===== src/rtl/fsm_3.sv =====
// ============================================================================
// Module   : fsm_3
// Brief    : Coin vending controller, one-hot credit FSM, item priced at 4.
// Revision : 1.0 - initial release
// ============================================================================
`default_nettype none

module fsm_3 (
  input  logic       clk,
  input  logic       rst,
  input  logic [1:0] in,
  output logic [1:0] out,
  output logic       out_vld
);

  localparam logic [2:0] C_PRICE  = 3'd4;
  localparam logic [1:0] C_EXACT  = 2'b01;
  localparam logic [1:0] C_CHANGE = 2'b11;

  typedef enum logic [3:0] {
    S0 = 4'b0001,
    S1 = 4'b0010,
    S2 = 4'b0100,
    S3 = 4'b1000
  } state_t;

  state_t     state_c;
  state_t     state_n;
  logic [1:0] w_out_n;
  logic       w_vld_n;
  logic [2:0] w_credit;
  logic [2:0] w_coin;
  logic [2:0] w_sum;
  logic       w_illegal;

  always_comb begin
    w_credit  = 3'd0;
    w_illegal = 1'b0;
    case (state_c)
      S0:      w_credit = 3'd0;
      S1:      w_credit = 3'd1;
      S2:      w_credit = 3'd2;
      S3:      w_credit = 3'd3;
      default: w_illegal = 1'b1;
    endcase
  end

  // Code 3 is an invalid coin and is worth nothing.
  always_comb begin
    w_coin = 3'd0;
    case (in)
      2'd1:    w_coin = 3'd1;
      2'd2:    w_coin = 3'd2;
      default: w_coin = 3'd0;
    endcase
  end

  assign w_sum = w_credit + w_coin;

  always_comb begin
    state_n = S0;
    w_out_n = 2'b00;
    w_vld_n = 1'b0;
    if (!w_illegal) begin
      case (w_sum)
        3'd0: state_n = S0;
        3'd1: state_n = S1;
        3'd2: state_n = S2;
        3'd3: state_n = S3;
        default: begin
          state_n = S0;
          w_vld_n = 1'b1;
          w_out_n = (w_sum == C_PRICE) ? C_EXACT : C_CHANGE;
        end
      endcase
    end
  end

  always_ff @(posedge clk) begin
    if (rst) begin
      state_c <= S0;
      out     <= 2'b00;
      out_vld <= 1'b0;
    end else begin
      state_c <= state_n;
      out     <= w_out_n;
      out_vld <= w_vld_n;
    end
  end

endmodule

`default_nettype wire


===== config.mk =====
export PLATFORM = sky130hd
export DESIGN_NAME = fsm_3
export DESIGN_NICKNAME = d
export VERILOG_FILES = /design/src/rtl/fsm_3.sv
export SDC_FILE = /design/constraint.sdc
export NUM_CORES = 1
export LEC_CHECK = 0
export BUFFER_PORTS_ARGS = -buffer_cell sky130_fd_sc_hd__buf_2
export CAP_MARGIN = 15
export CORE_AREA = 2 2 39 41
export CTS_CLUSTER_DIAMETER = 100
export DETAILED_ROUTE_END_ITERATION = 8
export DIE_AREA = 0 0 41 43
export HOLD_SLACK_MARGIN = 0.05
export SLEW_MARGIN = 10
export SYNTH_ARGS = -nofsm -noshare
export SYNTH_HDL_FRONTEND = slang
export SYNTH_SLANG_ARGS = --single-unit

===== constraint.sdc =====
create_clock -name clk -period 2.45 [get_ports clk]
set_input_delay 0.1225 -clock clk [delete_from_list [all_inputs] [get_ports clk]]
set_output_delay 0.1225 -clock clk [all_outputs]
set_load 0.005 [all_outputs]

Word-level counts from Yosys, hierarchy flattened --
Index checks and enable logic that the tools add are counted.
Word-level totals: flip-flop bits (word level) 7, input port bits 4, output and inout bits 3, logic and storage cells 25
Operators by class: add/subtract/negate cells 1, equal/unequal tests 10, mux-type cells 5, bitwise gates (word level) 1, reduce and logical (&&, ||, !) cells 5
Operators by type and width (number):
- 4-bit one-hot mux with 3 select lines | 1
- 4-bit OR reduction | 2
- 3-bit by 2-bit == test with 1-bit output, second input constant | 2
- 2-bit one-hot mux with 3 select lines | 1
- 6-bit OR reduction | 1
- 4-bit by 1-bit == test with 1-bit output, second input constant | 1
- 4-bit by 2-bit == test with 1-bit output, second input constant | 1
- 4-bit by 3-bit == test with 1-bit output, second input constant | 1
- 4-bit == test, second input constant | 1
- 2-bit one-hot mux with 2 select lines | 1
- 3-bit adder | 1
- 3-bit by 1-bit == test with 1-bit output, second input constant | 1
- 3-bit == test, second input constant | 1
- 3-bit zero test | 1
- 2-bit by 1-bit == test with 1-bit output, second input constant | 1
- 2-bit == test, second input constant | 1
- 2-bit two-way mux | 1
- 2-bit OR reduction | 1
- 1-bit two-way mux | 1
- 1-bit inverter | 1

Logic depth before layout (Yosys ltp) --
word-level depth 6, mapped depth 7, mapped depth without buffers 7

Least setup slack after synthesis --
No wires, ideal clock.
path type flip-flop to flip-flop, start point register state_c[3], end point register state_c[0], setup time 127 ps, arrival time 1675 ps, data required time 2323 ps, path slack 648 ps, cell stages (with the launch flop) 8, path buffers 0, period minus slack after synthesis 1802 ps, cells stage by stage dfxtp_1 -> xnor2_1 -> nor3_1 -> ha_1 -> inv_1 -> fa_1 -> nor2b_1 -> or3_1
Between the ends: longest elaborated chain between the ends 5, elaborated cells on any way between the ends 13, classes of those cells add/sub (1); eq/ne (7); mux (2); bitwise (1); reduce/logical (2)
RTL lines:
- start, declared | RTL line 27 | state_t state_c;
- start signal, assigned | RTL line 85 | state_c <= state_n;
- 4-bit == test (tied with other cells) | RTL line 39 | case (state_c)
- 2-bit one-hot mux with 3 select lines | RTL line 39
- 3-bit adder | RTL line 58 | assign w_sum = w_credit + w_coin;
- 3-bit by 2-bit == test with 1-bit output or 3-bit by 1-bit == test with 1-bit output (tied branches) | RTL line 65 | case (w_sum)
- 4-bit one-hot mux with 3 select lines | RTL line 65
Parallel ways exist; a longest one is shown, timed or not. A chain may end at the register's enable or synchronous reset.

Worst setup path in the final report --
start point register state_c[1], end point register state_c[0]
Same word-level chain as after synthesis.

==> run_results.csv <==
group,metric,value,unit
run_status,status,"finished, final reports clean",
logic_synthesis,synth_cells,30,
routing,wl_per_cell,8.98,µm
power,total_power,0.255,mW
logic_synthesis,ys_top_cells_by_area,"dfxtp_1, fa_1, nor3_1, xor2_1, a22oi_2",
floorplan,num_rows,14,
routing,routed_via_density,4.07,
setup_path,path_max_fanout,4,
layout,area_delta_synth_final,25.2,%
clock_tree,clkSinkCount,7,
floorplan,pin_count,7,
logic_synthesis,async_reset_ff_frac,0,
sta,slew_viol_final,0,
grt,gr-total-overflow,0,
grt,antenna_found_initial,0,
floorplan,dieHeight,43,µm
logic_synthesis,yosysWarnings,0,
clock_tree,cts_tree,"done",
logic_synthesis,yosysMostFrequentCell,"dfxtp_1",
sta,clock.fmax,512,MHz
placement,dp.final_hpwl,392,µm
logic_synthesis,synthesis.nets,36,
floorplan,core_area,0.00138,mm²
logic_synthesis,synth_top_cell_by_area,"dfxtp_1",
logic_synthesis,synth_top_area_frac,0.463,
grt,grt_max_degree,8,
setup_path,r2r_start,"state_c[1]$_SDFF_PP0_",
logic_synthesis,synthTopCellsByCount,"dfxtp_1, nor3_1",
floorplan,die_x,41,µm
setup_path,r2r_slack,0.50,ns
setup_path,critPathArrivalTime,2.08,ns
clock_tree,post_cts_buffers,0,
setup_path,startpoint,"state_c[1]$_SDFF_PP0_",
sta,tightest_slew,0.343,ns
setup_path,rr_endpoint,"state_c[0]$_SDFF_PP1_",
sta,finalSetupTns,0,ns
placement,dp_slack,0.488,ns
clock_tree,cts.reportedPaths.clkPinSlew,0.05,ns
setup_path,cp-endpoint,"state_c[0]$_SDFF_PP1_",
power,ir_worst_vdd,0.000138,V
layout,drive_gt1_frac,0.250,
grt,grt_pass1_wl,759,µm
clock_tree,htreeDepth,1,
setup_path,cp-end-kind,"register",
sta,finalClockSkew,0.00482,ns
clock_tree,cts.path.max_buffers,2,
sta,setup_viol,0,
sta,period_share,0.797,
layout,finish.utilization,0.274,
floorplan,start_util,0.219,
layout,nets,47,
clock_tree,insertion_delay,0.25,ns
routing,drc,0,
sta,slew_headroom,0.772,
clock_tree,numCtsBuffers,3,
clock_tree,ctsHoldBuffers,0,
setup_path,ff2ff_path_depth,7,
routing,drt_iter0_drc,4,
grt,track_usage,0.0726,
sta,hold_viol_final,0,
setup_path,worst-endpoint-required,2.57,ns
min_path,hold_class,"input port to register",
logic_synthesis,synth_seq_area_share,0.463,
logic_synthesis,ys_types,15,
setup_path,critical_path_class,"register to register",
placement,gp_congestion,0.645,
layout,n_antenna_cell,0,
clock_tree,cts_root_buffer,"clkbuf_4",
sta,fin_ws,0.498,ns
floorplan,die-area,0.00176,mm²
logic_synthesis,ys.flop_type,"dfxtp_1",
power,leakage,0.156,nW
placement,portBuffers,6,
power,p_per_area,673,mW/mm²
setup_path,start_kind,"register",
job,cap_violations,0,
logic_synthesis,syn_avg_cell_area,10.1,µm²
layout,fill_cells,145,
routing,routed_wl,503,µm
logic_synthesis,synth-edff-count,0,
routing,via_count,228,
logic_synthesis,ys_seq_elements,7,
routing,ant_nets,0,
routing,drt_first_pass_iters,2,
sta,min_period,1.95,ns
sta,rsz0062_at_grt,"no",
grt,grt_pass1_vias,210,
logic_synthesis,netlist_area,303,µm²
clock_tree,post_cts_resized,0,
-- worst min-delay path by stage --
| stage | start | to | slack, ns | cells after the start |
|---|---|---|---|---|
| after CTS | rst | out_vld$_SDFF_PP0_ | 0.07 | 2 |
| after detailed placement | rst | out[0]$_SDFF_PP0_ | 0.33 | 2 |
| after global placement | rst | out[0]$_SDFF_PP0_ | 0.33 | 2 |
| after global routing | rst | out[0]$_SDFF_PP0_ | 0.07 | 2 |
| final | rst | out_vld$_SDFF_PP0_ | 0.08 | 2 |
| after floorplan | rst | out[0]$_SDFF_PP0_ | 0.20 | 1 |
-- layout make-up --
type / count / area [µm²] / area share
clock buffers: 4 / 26.3 / 0.0693
inverters: 1 / 3.75 / 0.00990
multi-input cells: 22 / 159 / 0.419
flip-flops and latches: 7 / 140 / 0.370
well taps: 16 / 20.0 / 0.0528
repair buffers: 6 / 30.0 / 0.0792
-- power breakdown --
| part | internal (mW) | total, mW | switching [mW] |
|---|---|---|---|
| Clock | 0.0619 | 0.102 | 0.0396 |
| Combinational | 0.0133 | 0.0315 | 0.0182 |
| Sequential | 0.118 | 0.122 | 0.00375 |
| Total | 0.194 | 0.255 | 0.0616 |
-- critical path, cell delays in order, from the launching register on --
cell and delay [ns]:
dfxtp_1 0.33, xnor2_1 0.13, nor3_1 0.18, ha_1 0.18
inv_1 0.04, fa_1 0.50, nor2b_1 0.17, or3_1 0.30
-- kinds of logic after synthesis --
| kind of cell | count (synthesis) | share of synthesized area |
|---|---|---|
| AO/OA/AOI/OAI | 1 | 0.0413 |
| XOR/XNOR | 3 | 0.0868 |
| adder cells (fa/ha/maj) | 2 | 0.107 |
| buffers and inverters | 1 | 0.0124 |
| flip-flops | 7 | 0.463 |
| AND/OR/NAND/NOR | 16 | 0.289 |
-- cells in the final DEF, fill, tap and decap left out --
cell,count
or3_1,1
dfxtp_1,7
nand2b_1,2
nand2_1,2
nor4_1,2
nor4b_1,1
nor2b_1,2
fa_1,1
a22oi_2,1
xnor2_1,1
clkbuf_4,3
inv_1,1
nor3_1,4
buf_2,6
xor2_1,2
clkbuf_1,1
nor2_1,2
ha_1,1
-- sequential cells by signal, indices dropped and copies added, names as in the netlist --
name / cells
state_c: 4
out_vld: 1
out: 2
-- metal layers --
metal,global-route usage,up-vias,part of all wire
li1,-,123,-
met1,0.0749,102,0.51
met2,0.0875,3,0.47
met3,0.0314,0,0.016
met4,0.100,0,0
met5,0,-,0
-- stage by stage --
| step | cell area, µm² | std cells | hold slack, ns |
|---|---|---|---|
| finish | 379 | 56 | 0.0802 |
| global route | 379 | 56 | 0.0720 |
| CTS | 379 | 56 | 0.0724 |
| detailed placement | 353 | 52 | 0.334 |
| global placement | 353 | 52 | 0.333 |
| floorplan | 303 | 30 | 0.199 |
No activity file was read; power rests on OpenSTA's default activity.
